`config.mk`:
```
export PLATFORM = sky130hd
export DESIGN_NAME = prefetch_ar_arb
export DESIGN_NICKNAME = d
export VERILOG_FILES = /design/src/rtl/prefetch_ar_arb.sv
export SDC_FILE = /design/constraint.sdc
export NUM_CORES = 1
export LEC_CHECK = 0
export CAP_MARGIN = 20
export CORE_MARGIN = 4
export CORE_UTILIZATION = 43
export DETAILED_ROUTE_END_ITERATION = 6
export HOLD_SLACK_MARGIN = 0.02
export PLACE_DENSITY = 0.87
export SETUP_SLACK_MARGIN = 0.2
export SLEW_MARGIN = 20
export SYNTH_ARGS = -nofsm -noshare
export SYNTH_HDL_FRONTEND = slang
export SYNTH_SLANG_ARGS = --single-unit
```
`constraint.sdc`:
```
create_clock -name clk -period 4.7 [get_ports clk]
set_clock_uncertainty 0.05 [all_clocks]
set_input_delay 0.94 -clock clk [delete_from_list [all_inputs] [get_ports clk]]
set_output_delay 0.94 -clock clk [all_outputs]
set_load 0.005 [all_outputs]
```
`src/rtl/prefetch_ar_arb.sv`:
```
// Read-address arbiter between demand (NVDLA) and prefetch AR channels toward DDR.
// Single holding register; starvation-forced prefetch; outstanding-prefetch throttle.
module prefetch_ar_arb #(
  parameter int unsigned ADDR_BITS       = 64,
  parameter int unsigned BURST_LEN_WIDTH = 8,
  parameter int unsigned TID_WIDTH       = 8,
  parameter int unsigned STARVE_WIDTH    = 4,
  parameter int unsigned LOG_MAX_OUT     = 4
) (
  input  logic                       clk,
  input  logic                       resetN,
  input  logic                       en,
  input  logic                       flush,
  input  logic                       d_ar_valid,
  output logic                       d_ar_ready,
  input  logic [ADDR_BITS-1:0]       d_ar_addr,
  input  logic [BURST_LEN_WIDTH-1:0] d_ar_len,
  input  logic [TID_WIDTH-1:0]       d_ar_id,
  input  logic                       p_ar_valid,
  output logic                       p_ar_ready,
  input  logic [ADDR_BITS-1:0]       p_ar_addr,
  input  logic [BURST_LEN_WIDTH-1:0] p_ar_len,
  input  logic [TID_WIDTH-1:0]       p_ar_id,
  output logic                       m_ar_valid,
  input  logic                       m_ar_ready,
  output logic [ADDR_BITS-1:0]       m_ar_addr,
  output logic [BURST_LEN_WIDTH-1:0] m_ar_len,
  output logic [TID_WIDTH-1:0]       m_ar_id,
  output logic                       m_ar_is_pref,
  input  logic                       pref_done,
  input  logic [STARVE_WIDTH-1:0]    starveLimit,
  input  logic [LOG_MAX_OUT:0]       maxPrefOut,
  output logic [LOG_MAX_OUT:0]       prefOutCnt
);

  localparam int unsigned CNT_W = LOG_MAX_OUT + 1;

  typedef enum logic [1:0] {
    ST_ARB_IDLE   = 2'd0,
    ST_ARB_DEMAND = 2'd1,
    ST_ARB_PREF   = 2'd2
  } state_e;

  state_e                     state_q, state_d;
  logic                       arb_en_q;
  logic [ADDR_BITS-1:0]       addr_q, addr_d;
  logic [BURST_LEN_WIDTH-1:0] len_q, len_d;
  logic [TID_WIDTH-1:0]       id_q, id_d;
  logic                       is_pref_q, is_pref_d;
  logic [STARVE_WIDTH-1:0]    starve_q, starve_d;
  logic [CNT_W-1:0]           pcnt_q, pcnt_d;

  logic pref_elig, pref_forced, can_grant, grant_d, grant_p, done_dec;

  assign pref_elig   = p_ar_valid & ~flush & (pcnt_q < maxPrefOut);
  assign pref_forced = pref_elig & (starveLimit != '0) & (starve_q >= starveLimit);
  // arb_en_q keeps the first edge after reset release grant-free
  assign can_grant   = (state_q == ST_ARB_IDLE) & en & arb_en_q & resetN;
  assign grant_p     = can_grant & (pref_forced | (~d_ar_valid & pref_elig));
  assign grant_d     = can_grant & ~pref_forced & d_ar_valid;
  assign done_dec    = pref_done & (pcnt_q != '0);

  assign d_ar_ready   = grant_d;
  assign p_ar_ready   = grant_p;
  assign m_ar_valid   = (state_q != ST_ARB_IDLE);
  assign m_ar_addr    = addr_q;
  assign m_ar_len     = len_q;
  assign m_ar_id      = id_q;
  assign m_ar_is_pref = is_pref_q;
  assign prefOutCnt   = pcnt_q;

  // Next-state, holding register and counter update
  always_comb begin
    state_d   = state_q;
    addr_d    = addr_q;
    len_d     = len_q;
    id_d      = id_q;
    is_pref_d = is_pref_q;
    starve_d  = starve_q;
    pcnt_d    = pcnt_q;

    case (state_q)
      ST_ARB_IDLE: begin
        if (grant_d) begin
          state_d   = ST_ARB_DEMAND;
          addr_d    = d_ar_addr;
          len_d     = d_ar_len;
          id_d      = d_ar_id;
          is_pref_d = 1'b0;
        end else if (grant_p) begin
          state_d   = ST_ARB_PREF;
          addr_d    = p_ar_addr;
          len_d     = p_ar_len;
          id_d      = p_ar_id;
          is_pref_d = 1'b1;
        end
      end
      ST_ARB_DEMAND,
      ST_ARB_PREF: begin
        if (m_ar_ready) state_d = ST_ARB_IDLE;
      end
      default: state_d = ST_ARB_IDLE;
    endcase

    if (flush || grant_p) begin
      starve_d = '0;
    end else if (grant_d && pref_elig && (starve_q != '1)) begin
      starve_d = starve_q + STARVE_WIDTH'(1);
    end

    case ({grant_p, done_dec})
      2'b10:   pcnt_d = pcnt_q + CNT_W'(1);
      2'b01:   pcnt_d = pcnt_q - CNT_W'(1);
      default: pcnt_d = pcnt_q;
    endcase
  end

  always_ff @(posedge clk or negedge resetN) begin
    if (!resetN) begin
      state_q   <= ST_ARB_IDLE;
      arb_en_q  <= 1'b0;
      addr_q    <= '0;
      len_q     <= '0;
      id_q      <= '0;
      is_pref_q <= 1'b0;
      starve_q  <= '0;
      pcnt_q    <= '0;
    end else begin
      state_q   <= state_d;
      arb_en_q  <= 1'b1;
      addr_q    <= addr_d;
      len_q     <= len_d;
      id_q      <= id_d;
      is_pref_q <= is_pref_d;
      starve_q  <= starve_d;
      pcnt_q    <= pcnt_d;
    end
  end

endmodule
```
* Word level (Yosys, flattened, before mapping)
Cells that the tools add are included.
Word-level totals: register bits after elaboration 93, word-level logic and storage cells 64, bits in writable memories 0, ROM bits 0, output and inout port bits 89, memories 0, bits of input ports 177, bits in latches 0
Operators by class: $add $sub $neg 3, bitwise operators 16, multipliers 0, magnitude comparators 2, multiplexer cells 15, reductions and logical operators 13, equal/unequal tests 7, div/mod/pow operators 0, shift-type cells 0
Operator list (count):
- $mux W64 | 2
- $mux W8 | 4
- $and A1 B1 Y1 | 12
- $pmux W5 S2 | 1
- $mux W4 | 2
- $reduce_bool A2 Y1 | 4
- $mux W2 | 3
- $add A5 B1 Y5 const B | 1
- $lt A5 B5 Y1 | 1
- $reduce_bool A5 Y1 | 1
- $sub A5 B1 Y5 const B | 1
- $add A4 B1 Y4 const B | 1
- $eq A2 B1 Y1 const B | 2
- $eq A2 B2 Y1 const B | 2
- $ge A4 B4 Y1 | 1
- $ne A4 B4 Y1 const B | 1
- $pmux W2 S2 | 1
- $reduce_and A2 Y1 | 2
- $reduce_bool A4 Y1 | 1
- $ne A3 B3 Y1 const B | 1
- $not A1 Y1 | 3
- $logic_and A1 B1 Y1 | 2
- $logic_not A2 Y1 | 1
- $mux W1 | 2
- 4 further kinds | 4

* Depth between registers and ports, before layout
Gate-level depths: netlist of run 1.
word-level depth 12, mapped depth 17

* Worst setup path before layout of run 1
Ideal clock, no wire load.
kind input -> register, from input port maxPrefOut[1], to register pcnt_q[4], in the netlist prefOutCnt[4], arrival time 3.681 ns, slack 0.890 ns, cell stages on the path 15, setup time 0.079 ns, path buffers 2, path through inv_1 -> ha_1 -> a2111oi_4 -> o31ai_1 -> buf_2 -> buf_2 -> nor3_1 -> inv_1 -> ha_1 -> ha_1 -> nor2b_1 -> o21ai_0 -> a21oi_1 -> nor3_1 -> xor2_1
Between the ends: longest elaborated chain between the ends 8
Ends and longest elaborated chain:
- start: declaration | RTL line 32 | input logic [LOG_MAX_OUT:0] maxPrefOut,
- $lt A5 B5 Y1 * | RTL line 55 | assign pref_elig = p_ar_valid & ~flush & (pcnt_q < maxPrefOut);
- $and A1 B1 Y1 * | RTL line 55
- $and A1 B1 Y1 (2 in series) | RTL line 56 | assign pref_forced = pref_elig & (starveLimit != '0) & (starve_q >= starveLimit);
- $or A1 B1 Y1 * | RTL line 59 | assign grant_p = can_grant & (pref_forced | (~d_ar_valid & pref_elig));
- $and A1 B1 Y1 * | RTL line 59
- named net p_ar_ready | RTL line 20 | output logic p_ar_ready,
- $eq A2 B1 Y1 / $eq A2 B2 Y1 (equally long branches) | RTL line 111 | case ({grant_p, done_dec})
- $pmux W5 S2 / $reduce_bool A2 Y1 (equally long branches)
- end signal: assignment | RTL line 136 | pcnt_q <= pcnt_d;
- end: declaration | RTL line 51 | logic [CNT_W-1:0] pcnt_q, pcnt_d;
Mark *: on every way through the listed nets, which the timed path passes. The rest lies on a longest branch. A chain may end at the register's enable or synchronous reset.

* Final worst setup path of run 1
from input port maxPrefOut[1], to output port p_ar_ready
Between the ends: longest elaborated chain between the ends 6
Ends and longest elaborated chain (RTL line):
- $lt A5 B5 Y1 * | 55
- $and A1 B1 Y1 * | 55
- $and A1 B1 Y1 (2 in series) | 56
- $or A1 B1 Y1 * | 59
- $and A1 B1 Y1 * | 59
- end: declaration | 20
Every way passes the cells marked *; elsewhere a longest branch is shown, timed or not.

==> results.py, run 1 <==
metrics = {
    "worst_hold_path": {
        "hold_depth": 1,
        "worstHoldEndpoint": "m_ar_is_pref",
        "hp-class": "reg -> reg",
        "hold_start": "m_ar_is_pref",
    },
    "routing": {
        "avgViaCountPerCell": 5.69,
        "routedWlPerCell_um": 18.5,
        "first_pass_iters": 4,
        "vias": 5410,
        "totalWireLength_um": 17600,
        "drtAntennaViolNets": 0,
        "drt_iter0_drc": 481,
        "drc": 0,
    },
    "job": {
        "drv_cap": 0,
    },
    "worst_setup_path": {
        "path_depth": 7,
        "path_max_fanout": 4,
        "path_cells": "clkdlybuf4s50_1 -> inv_1 -> ha_1 -> a2111oi_4 -> o31ai_4 -> nor3_1 -> clkdlybuf4s50_1",
        "critPathTopFamily": "buffers and inverters",
        "crit_required_ps": 3710,
        "critPathCaptureType": "output port",
        "ff2ff_path_depth": 12,
        "max_stage_delay_ps": 580,
        "slowest_stage": "clkdlybuf4s50_1",
        "rrSetupSlack_ps": 1180,
        "path_buf_inv": 3,
        "r2r-end": "prefOutCnt[4]",
        "start_kind": "input pin",
        "arrival_ps": 3300,
        "critPathKind": "in -> out",
        "reg2reg_from": "prefOutCnt[1]",
        "crit_top_cell": "clkdlybuf4s50_1",
    },
    "global_route": {
        "antenna_found_initial": 0,
        "grt_pass1_vias": 5526,
        "track_usage_pct": 25.5,
        "grt_pass1_wl_um": 27600,
        "overflow": 0,
        "grt_start_max_net_pins": 90,
    },
    "place": {
        "routabilityCongestion": 0.818,
        "dp_hpwl_um": 12500,
        "placedCellCount": 935,
        "io_buffers": 265,
    },
    "sta": {
        "report.final.slew_viol_count": 0,
        "max_freq_mhz": 233,
        "rsz0062_at_grt": "no",
        "worst_slew_pin_slew_ps": 962,
        "post-route-min-period_ps": 4290,
        "finalSetupViolCount": 0,
        "min_period_over_period_pct": 91.2,
        "setup_tns_ps": 0,
        "hold_viol": 0,
        "slew_headroom_pct": 35.8,
    },
    "synth": {
        "postSynthAreaPerCell_um2": 8.87,
        "synth-seq-cells": 93,
        "syn_inst": 569,
        "yosysWarnings": 0,
        "synth_flop_cell": "dfrtp_1",
        "synth_nets": 761,
        "seq_area_frac_synth_pct": 46.1,
        "ys_types": 38,
        "async_flop_share_pct": 100,
        "synth_edf_count": 0,
        "syn_area_um2": 5040,
    },
    "clocking": {
        "clockBufferDepth": 2,
        "clkTransAtPathRegs_ps": 60,
        "ctsHoldBuffers": 0,
        "cts.sinks": 93,
        "clock_latency_ps": 330,
        "h-tree-depth": 3,
        "cts_tree": "built",
        "postCtsResizedCells": 0,
        "post-cts-setup-buffer-count": 0,
        "clockRootBuffer": "clkbuf_16",
        "cts_buffers": 9,
    },
    "floorplanning": {
        "die_h_um": 116,
        "ios": 266,
        "die_area_um2": 13500,
        "coreArea_um2": 11500,
        "start_util_pct": 44.0,
        "num_rows": 39,
        "fp.dieW_um": 116,
    },
    "layout": {
        "antennaDiodeCount": 0,
        "fin_nets": 995,
        "synthToLayoutAreaGrowth_pct": 61.0,
        "drive_gt1_share_pct": 4.21,
        "final_cells": 950,
    },
    "power": {
        "intPower_mw": 2.76,
        "leakage_nw": 3.17,
        "pwr-share-comb_pct": 45.6,
        "power_density_nw_per_um2": 495,
        "seq_power_share_pct": 35.3,
        "power.switching_mw": 1.26,
        "swShare_pct": 31.4,
        "max-vdd-ir-drop_v": 0.000275,
        "clkPwrFrac_pct": 19.0,
    },
    "run_status": {
        "status": "finished, final reports clean",
    },
}
kinds of logic (layout without fill, tap and decap cells):
| family | count (synthesis) | in the layout | share of synthesized area (%) |
|---|---|---|---|
| AO/OA/AOI/OAI | 192 | 192 | 28.2 |
| AND/OR/NAND/NOR | 190 | 190 | 15.4 |
| flip-flops | 93 | 93 | 46.1 |
| buffers and inverters | 74 | 312 | 5.63 |
| adder cells (fa/ha/maj) | 15 | 15 | 3.87 |
| XOR/XNOR | 4 | 4 | 0.695 |
| other | 1 | 1 | 0.0743 |
worst reg2reg max path, delay by kind of cell (launching register included):
family	cells	cell delay, ps
buf+inv	1	100
simple gates	3	730
fa+ha+maj	3	940
xor+xnor	1	190
flops	1	430
compound gates	4	990
layout by cell type, fill, tap and decap left out, types with 2 or more instances in the layout:
cell / n
dfrtp_1: 93
clkinv_2: 3
nor2_1: 4
o31ai_1: 3
nor3_1: 2
nand2_1: 163
a21oi_1: 8
clkdlybuf4s50_1: 264
a21o_1: 3
nor4_1: 3
or3_1: 2
xor2_1: 3
bufinv_16: 2
nor2b_1: 2
o211ai_1: 161
buf_4: 10
ha_1: 14
clkbuf_16: 9
inv_1: 21
or4_1: 2
nor3b_1: 2
o21ai_0: 8
nand3_1: 3
cells in the mapped netlist (all sizes together), types with 2 or more instances:
master | count | area share [%]
nand2 | 164 | 12
o211ai | 161 | 24
dfrtp | 93 | 46
clkbuf | 44 | 3.3
inv | 22 | 1.6
ha | 14 | 3.5
o21ai | 9 | 0.89
a21oi | 8 | 0.79
buf | 8 | 0.72
nor2 | 5 | 0.37
o31ai | 4 | 0.60
a21o | 3 | 0.45
nand3 | 3 | 0.30
nor4 | 3 | 0.37
xor2 | 3 | 0.52
nor2b | 2 | 0.25
nor3 | 2 | 0.20
nor3b | 2 | 0.30
or3 | 2 | 0.25
or4 | 2 | 0.30
layer usage:
layer / vias up / GRT usage (%) / part of all wire, %
met4: 0 / 11.3 / 3.2
met2: 256 / 43.3 / 49
met5: - / 0 / 0
met1: 2588 / 30.8 / 38
li1: 2522 / - / -
met3: 44 / 6.01 / 8.9
per-stage QoR:
stage | utilization [%] | cell area, um2 | worst slack, ps | hold WS (ps) | total power, mW
6_report | 70.8 | 8120 | 414 | 434 | 4.02
5_1_grt | 70.8 | 8120 | 223 | 458 | 4.29
4_1_cts | 70.8 | 8120 | 393 | 434 | 4.06
3_5_place_dp | 68.1 | 7810 | 176 | 419 | 3.28
3_3_place_gp | 67.9 | 7780 | 458 | 410 | 3.19
2_1_floorplan | - | 5040 | 890 | 424 | 2.09
worst max path at each step:
| stage | startpoint | to | slack [ps] |
|---|---|---|---|
| after global routing | starveLimit[1] | p_ar_ready | 220 |
| after global placement | maxPrefOut[1] | p_ar_ready | 460 |
| final | maxPrefOut[1] | p_ar_ready | 410 |
| after CTS | maxPrefOut[1] | p_ar_ready | 390 |
| after floorplan | maxPrefOut[1] | prefOutCnt[4] | 890 |
| after detailed placement | maxPrefOut[1] | prefOutCnt[4] | 180 |
layout make-up:
| class | count | area [um2] |
|---|---|---|
| fillers | 883 | 3340 |
| repair buffers | 275 | 2750 |
| multi-input cells | 402 | 2470 |
| flip-flops and latches | 93 | 2330 |
| clock buffers | 10 | 239 |
| well taps | 143 | 179 |
| inverters | 22 | 82.6 |
| clock inverters | 5 | 75.1 |
sequential cells by signal, summed over array words and instances (netlist names):
signal,flops
arb_en_q,1
m_ar_is_pref,1
state_q,2
prefOutCnt,5
starve_q,4
m_ar_id,8
m_ar_len,8
m_ar_addr,64
power by group through the flow:
stage,logic [mW],clock network [mW],registers [mW]
floorplan,0.651,0,1.43
global route,2.01,0.817,1.46
finish,1.83,0.766,1.42
CTS,1.86,0.781,1.42
global placement,1.78,0,1.41
detailed placement,1.85,0,1.43
Power figures use the tool's default switching activity.
==> inputs of run 2 (changes only) <==
--- a/config.mk
+++ b/config.mk
@@ -5,12 +5,11 @@
 export SDC_FILE = /design/constraint.sdc
 export NUM_CORES = 1
 export LEC_CHECK = 0
-export CAP_MARGIN = 20
 export CORE_MARGIN = 4
-export CORE_UTILIZATION = 43
+export CORE_UTILIZATION = 34
 export DETAILED_ROUTE_END_ITERATION = 6
 export HOLD_SLACK_MARGIN = 0.02
-export PLACE_DENSITY = 0.87
+export PLACE_DENSITY = 0.71
 export SETUP_SLACK_MARGIN = 0.2
 export SLEW_MARGIN = 20
 export SYNTH_ARGS = -nofsm -noshare
==> run 2 against run 1 <==
Register-to-register slack improved by 40 ps; sequential power barely moved; die area is 25% higher; routed wire length up 5.9%; first-iteration DRC count decreased by 26%; flip-flop and latch count is the same; design area grew 1.1%; via count up 0.89%; sequential share of layout area is 0.31 points lower; count of clock-buffer cells in the layout is the same; non-clock buffer count is 2 higher.
==> results.py, run 2 (synthesized netlist as in run 1, its figures left out) <==
metrics = {
    "worst_setup_path": {
        "start_kind": "input pin",
        "path_max_fanout": 4,
        "path_cells": "clkdlybuf4s50_1 -> inv_1 -> ha_1 -> a2111oi_4 -> o31ai_4 -> nor3_1 -> clkdlybuf4s50_1",
        "max_stage_delay_ps": 590,
        "critPathTopFamily": "buffers and inverters",
        "path_buf_inv": 3,
        "critPathCaptureType": "output port",
        "slowest_stage": "clkdlybuf4s50_1",
        "crit_required_ps": 3710,
        "arrival_ps": 3290,
        "crit_top_cell": "clkdlybuf4s50_1",
        "critPathKind": "in -> out",
    },
    "clocking": {
        "cts_buffers": 9,
        "clockRootBuffer": "clkbuf_16",
        "cts.sinks": 93,
        "clock_latency_ps": 340,
        "clockBufferDepth": 2,
        "cts_tree": "built",
        "clkTransAtPathRegs_ps": 60,
        "ctsHoldBuffers": 0,
        "h-tree-depth": 3,
    },
    "layout": {
        "fin_nets": 997,
        "largest_reg_flops": 64,
        "nFillCells": 1297,
        "final_cell_mix": "264 x clkdlybuf4s50_1, 163 x nand2_1, 161 x o211ai_1, 93 x dfrtp_1, 21 x inv_1",
        "layout_commonest_cell": "clkdlybuf4s50_1",
        "antennaDiodeCount": 0,
        "final_cells": 994,
        "synthToLayoutAreaGrowth_pct": 62.8,
        "drive_gt1_share_pct": 4.57,
    },
    "power": {
        "leakage_nw": 3.19,
        "power_density_nw_per_um2": 495,
        "max-vdd-ir-drop_v": 0.000218,
    },
    "job": {
        "drv_cap": 0,
    },
    "routing": {
        "routedWlPerCell_um": 18.8,
        "drc": 0,
        "vias": 5458,
        "first_pass_iters": 5,
        "totalWireLength_um": 18700,
        "drt_iter0_drc": 355,
        "avgViaCountPerCell": 5.49,
        "drtAntennaViolNets": 0,
    },
    "sta": {
        "max_freq_mhz": 233,
        "min_period_over_period_pct": 91.1,
        "finalSetupViolCount": 0,
        "slew_headroom_pct": 38.7,
        "worst_slew_pin_slew_ps": 920,
        "hold_viol": 0,
        "setup_tns_ps": 0,
        "rsz0062_at_grt": "no",
        "report.final.slew_viol_count": 0,
        "post-route-min-period_ps": 4280,
    },
    "global_route": {
        "track_usage_pct": 21.6,
        "overflow": 0,
        "grt_pass1_vias": 5830,
        "antenna_found_initial": 0,
        "grt_start_max_net_pins": 81,
        "grt_pass1_wl_um": 29000,
    },
    "place": {
        "io_buffers": 265,
        "placedCellCount": 978,
        "routabilityCongestion": 0.829,
        "dp_hpwl_um": 13000,
    },
    "floorplanning": {
        "num_rows": 44,
        "ios": 266,
        "fp.dieW_um": 130,
        "coreArea_um2": 14500,
        "start_util_pct": 34.7,
        "die_h_um": 130,
        "die_area_um2": 16900,
    },
    "worst_hold_path": {
        "hp-class": "reg -> reg",
    },
    "run_status": {
        "status": "finished, final reports clean",
    },
}
-- run 2: final cells by class --
cell class	count	area, um2	area share (%)
multi-input combinational	402	2470	30.1
sequential	93	2330	28.3
inverter	22	82.6	1.01
clock inverter	6	86.3	1.05
clock buffer	10	239	2.91
tap	184	230	2.80
timing repair buffer	277	2770	33.8
-- run 2: routing by layer --
metal	GRT usage (%)	share of wire [%]
met2	37.3	51
met5	0	0
met3	4.50	7.1
met1	25.0	38
met4	11.9	4.1
-- run 2: repair_timing --
action | CTS | global route
resized for setup | 0 | 1
buffers inserted | 0 | 0
endpoints found under the setup margin | 0 | 1
-- run 2: final timing paths --
check                                   start             to  slack [ps]  cells after the start
worst min-delay path             m_ar_is_pref   m_ar_is_pref         440                      1
worst min register to register   m_ar_is_pref   m_ar_is_pref         440                      1
min in group asynchronous              resetN   m_ar_is_pref         640                      2
worst max-delay path            maxPrefOut[1]     p_ar_ready         420                      7
worst max register to register  prefOutCnt[1]  prefOutCnt[4]        1220                     12
max in group asynchronous              resetN  m_ar_addr[20]        2870                      3
-- run 2: per-stage QoR --
stage                     hold WS, ps  setup slack [ps]  total power, mW  utilization (%)  instance area, um2
after detailed placement          428               274             3.30             54.3                7890
after global placement            427               419             3.22             54.1                7860
final                             438               417             4.07             56.5                8210
after global routing              462               302             4.33             56.5                8210
after CTS                         442               386             4.11             56.5                8210
after floorplan                   424               890             2.09                -                5040
-- run 2: where the power goes --
group / switching [mW] / leakage, nW / internal, mW / total [mW]
sequential: 0.245 / 1.12 / 1.18 / 1.43
combinational: 0.737 / 1.91 / 1.11 / 1.84
clock: 0.317 / 0.158 / 0.480 / 0.797
==> inputs of run 3 (changes only) <==
--- a/config.mk
+++ b/config.mk
@@ -8,6 +8,7 @@
 export CORE_MARGIN = 4
 export CORE_UTILIZATION = 34
 export DETAILED_ROUTE_END_ITERATION = 6
+export GPL_ROUTABILITY_DRIVEN = 1
 export HOLD_SLACK_MARGIN = 0.02
 export PLACE_DENSITY = 0.71
 export SETUP_SLACK_MARGIN = 0.2
==> results of run 3 <==
No change in the layout: final DEF, timing and power equal those of run 2.
==> edit 1 (settings of run 1) <==
Put one more register stage on the output `prefOutCnt`, cleared by the reset. The value now appears one clock later. The other outputs are not delayed to match.
--- a/src/rtl/prefetch_ar_arb.sv
+++ b/src/rtl/prefetch_ar_arb.sv
@@ -69,3 +69,9 @@
   assign m_ar_is_pref = is_pref_q;
-  assign prefOutCnt   = pcnt_q;
+  always_ff @(posedge clk or negedge resetN) begin
+    if (!resetN) begin
+      prefOutCnt <= '0;
+    end else begin
+      prefOutCnt <= pcnt_q;
+    end
+  end
 
Check against the original RTL: not equivalent (a bounded check fails within 4 cycles, from zero or initial values and one cycle with resetN low).
==> edit 1 against run 1 <==
  * Total power grew 1.0%
  * Non-clock buffer count is the same
  * Sequential cell count grew 5
  * Routed wire length grew 5.6%
  * Largest cell class unchanged
  * Worst setup slack gained 30 ps
  * Cell count grew 1.2%
  * Via count grew 2.4%
  * Final area grew 1.6%
  * Area after synthesis grew 3.8%
==> edit 1: results (changes against run 1) <==
Reported net switching power: 1.30 mW (was 1.26 mW). Synthesized-area fraction occupied by xor and xnor cells: 0.669% (was 0.694%). The post-synthesis compound-gate area fraction came out at 28.1% (was 28.2%). The hold-critical path endpoint was prefOutCnt[2]$_DFF_PN0_ (was m_ar_is_pref$_DFFE_PN0P_). Final standard cell count with taps included and fillers excluded: 961 (was 950).

The adder-cell share of the synthesized area was 3.73% (was 3.87%); the instance count of the mapped netlist was 575 (was 569). The tools report the maximum number of pins on one net before global-route repair as 81 (was 90). The worst slew slack as a fraction of its limit is 39.3% (was 35.8%). The reg-to-reg endpoint was pcnt_q[4]$_DFFE_PN0P_ (was prefOutCnt[4]$_DFFE_PN0P_). Most numerous cell types in the synthesized netlist: sky130_fd_sc_hd__nand2_1, sky130_fd_sc_hd__o211ai_1, sky130_fd_sc_hd__dfrtp_1 (unchanged). Detailed-route wire length on metal 1: 7160 um (was 6770 um). The tools report the flop-to-flop setup slack as 1200 ps (was 1180 ps). The logs give 40 (was 38) for the distinct cell type count of the synthesized netlist and 9320 um (was 8710 um) for the met2 wire length. Launching point of the worst reg2reg path: pcnt_q[1]$_DFFE_PN0P_ (was prefOutCnt[1]$_DFFE_PN0P_). The final weighted congestion of routability-driven global placement came out at 0.843 (was 0.818). The tools report the number of violations reported at the end of detailed-routing iteration 0 as 433 (was 481).

The tools report the maximum clock frequency as 0.235 GHz (was 0.233 GHz). Cell types with the largest area share after synthesis: sky130_fd_sc_hd__dfrtp_1, sky130_fd_sc_hd__o211ai_1, sky130_fd_sc_hd__nand2_1, sky130_fd_sc_hd__ha_1, sky130_fd_sc_hd__clkbuf_1 (unchanged). The met3 layer wire length in the routed design is 1430 um (was 1580 um).

The tools report the sequential fraction of design power as 36.6% (was 35.3%). The met1 capacity usage during global routing was 30.9% (was 30.8%). The final HPWL from detailed placement was 13000 um (was 12500 um). The worst hold path cell count is 0 (was 1), and the worst setup timing slack at the placement stage is 0.954 ps (was 176 ps). The finished layout cell area is 8260 um^2 (was 8120 um^2), and the final-stage net count is 1001 (was 995). The reported leakage power came out at 3.22 nW (was 3.17 nW).

The run finished with clean final reports. The logs give 29800 um (was 27600 um) for the global-route wire length before repair and 44.8% (was 43.3%) for the global-route track usage on met2. The tools report the arrival time of the worst setup path as 3270 ps (was 3300 ps).

The sequential power was 1.49 mW (was 1.42 mW). The fraction of final layout cells sized beyond drive strength 1 was 4.42% (was 4.21%). The via count of the first global-routing pass is 5732 (was 5526).
-- edit 1: cell types whose count changed in the layout (fill, tap and decap cells not counted), moves of 2 or more --
cell / change
sky130_fd_sc_hd__buf_12: +2
sky130_fd_sc_hd__inv_1: -2
sky130_fd_sc_hd__clkbuf_1: +3
sky130_fd_sc_hd__a21boi_0: +2
sky130_fd_sc_hd__clkbuf_8: +2
sky130_fd_sc_hd__dfrtp_1: +5
sky130_fd_sc_hd__or3_1: -2
sky130_fd_sc_hd__clkinv_2: -3
sky130_fd_sc_hd__bufinv_16: -2
-- edit 1: timing repair --
action                     CTS  global route
gates resized for setup      1             1
setup endpoints to repair    1             1
hold endpoints to repair     0             0
-- edit 1: layout make-up --
cell class | instances | area share, %
clock buffer | 15 | 3.36
clock inverter | 1 | 0.0909
inverter | 20 | 0.909
multi-input combinational | 405 | 30.4
sequential | 98 | 29.7
tap | 147 | 2.23
timing repair buffer | 275 | 33.3
==> edit 2 (settings of run 1) <==
Without the edit above. Change the parameter `BURST_LEN_WIDTH` from 8 to 16.
--- a/src/rtl/prefetch_ar_arb.sv
+++ b/src/rtl/prefetch_ar_arb.sv
@@ -4,3 +4,3 @@
   parameter int unsigned ADDR_BITS       = 64,
-  parameter int unsigned BURST_LEN_WIDTH = 8,
+  parameter int unsigned BURST_LEN_WIDTH = 16,
   parameter int unsigned TID_WIDTH       = 8,
Ports: changed (resized d_ar_len, m_ar_len and p_ar_len); port bits go from 266 to 290. No check against the original RTL was run, so the function may have changed too.
==> edit 2 against run 1 <==
  * Sequential share of layout area hardly changed
  * Final area is 8.5% higher
  * Total power is 5.8% higher
  * Area after synthesis increased by 10%
  * Sequential cell count grew 8
  * Routed wire length up 13%
  * Critical endpoint unchanged
  * Critical path depth is the same
  * Worst setup slack lost 44 ps
  * Utilization is 1.0 points lower
==> edit 2: results (changes against run 1) <==
The flop-to-flop setup slack is 1280 ps (was 1180 ps), and the multi-input combinational gate total is 437 (was 402). Synthesized-area fraction occupied by xor and xnor cells: 0.630% (was 0.694%). For the share of the yosys chip area belonging to registers, the log shows 45.5% (was 46.1%). For the arrival time of the worst setup path, the log shows 3340 ps (was 3300 ps). The worst-path cell with the longest stage delay was sky130_fd_sc_hd__clkdlybuf4s50_1 (unchanged). The internal power consumption was 2.90 mW (was 2.76 mW). The maximum number of pins on one net before global-route repair was 97 (was 90); the area occupied by multi-input gates was 2740 um^2 (was 2470 um^2).

The flow ran to the end, and the final reports show no timing, DRC or antenna violations. Via count of the first global-routing pass: 5981 (was 5526). The layout overhead on the synthesized area was 58.6% (was 61.0%). The final weighted congestion of routability-driven global placement is 0.812 (was 0.818), and the final HPWL from detailed placement is 13500 um (was 12500 um). The number of signal-net inverters in the final layout was 20 (was 22); the overall routing resource usage was 25.9% (was 25.5%). The number of vias after detailed routing was 5824 (was 5410).

The logs give 435 (was 481) for the number of violations reported at the end of detailed-routing iteration 0 and 985 (was 883) for the number of filler instances in the final layout. The post-detailed-placement cell area was 8530 um^2 (was 7810 um^2). The adder-cell share of the synthesized area works out to 3.51% (was 3.87%). The met3 layer wire length in the routed design was 1560 um (was 1580 um). For the area taken by flip-flops and latches, the log shows 2530 um^2 (was 2330 um^2).

The total number of clock tree sinks was 101 (was 93); the met3 track demand over resource in global routing was 6.64% (was 6.01%). Most numerous cell types in the synthesized netlist: sky130_fd_sc_hd__nand2_1, sky130_fd_sc_hd__o211ai_1, sky130_fd_sc_hd__dfrtp_1 (unchanged). The average routed wire per standard cell is 19.0 um (was 18.5 um).

Distinct cell type count of the synthesized netlist: 43 (was 38). The final-stage net count is 1076 (was 995), and the number of non-clock buffers is 299 (was 275). The x dimension of the die works out to 122 um (was 116 um). The layout buffering overhead excluding clock cells is 33.8% (about the same).

For the global-route track usage on met2, the log shows 43.8% (was 43.3%). The worst slew slack as a fraction of its limit came out at 26.1% (was 35.8%). The worst vdd rail ir drop is 0.000293 V (was 0.000275 V), and the switching share of power is 32.0% (was 31.4%).
## edit 2: cell types whose count changed after synthesis, moves of 2 or more
cell,delta
sky130_fd_sc_hd__a21boi_0,+2
sky130_fd_sc_hd__buf_1,-3
sky130_fd_sc_hd__buf_2,+10
sky130_fd_sc_hd__buf_4,+3
sky130_fd_sc_hd__buf_6,+2
sky130_fd_sc_hd__clkbuf_1,-6
sky130_fd_sc_hd__dfrtp_1,+8
sky130_fd_sc_hd__inv_1,-2
sky130_fd_sc_hd__nand2_1,+16
sky130_fd_sc_hd__o211ai_1,+6
sky130_fd_sc_hd__o211ai_2,+9
sky130_fd_sc_hd__or3_1,-2
## edit 2: through the flow
step | hold slack (ps) | std cells | worst slack (ps)
2_1_floorplan | 424 | 616 | 954
3_3_place_gp | 414 | 1029 | 403
3_5_place_dp | 420 | 1029 | 335
4_1_cts | 441 | 1043 | 364
5_1_grt | 467 | 1043 | 238
6_report | 436 | 1043 | 371
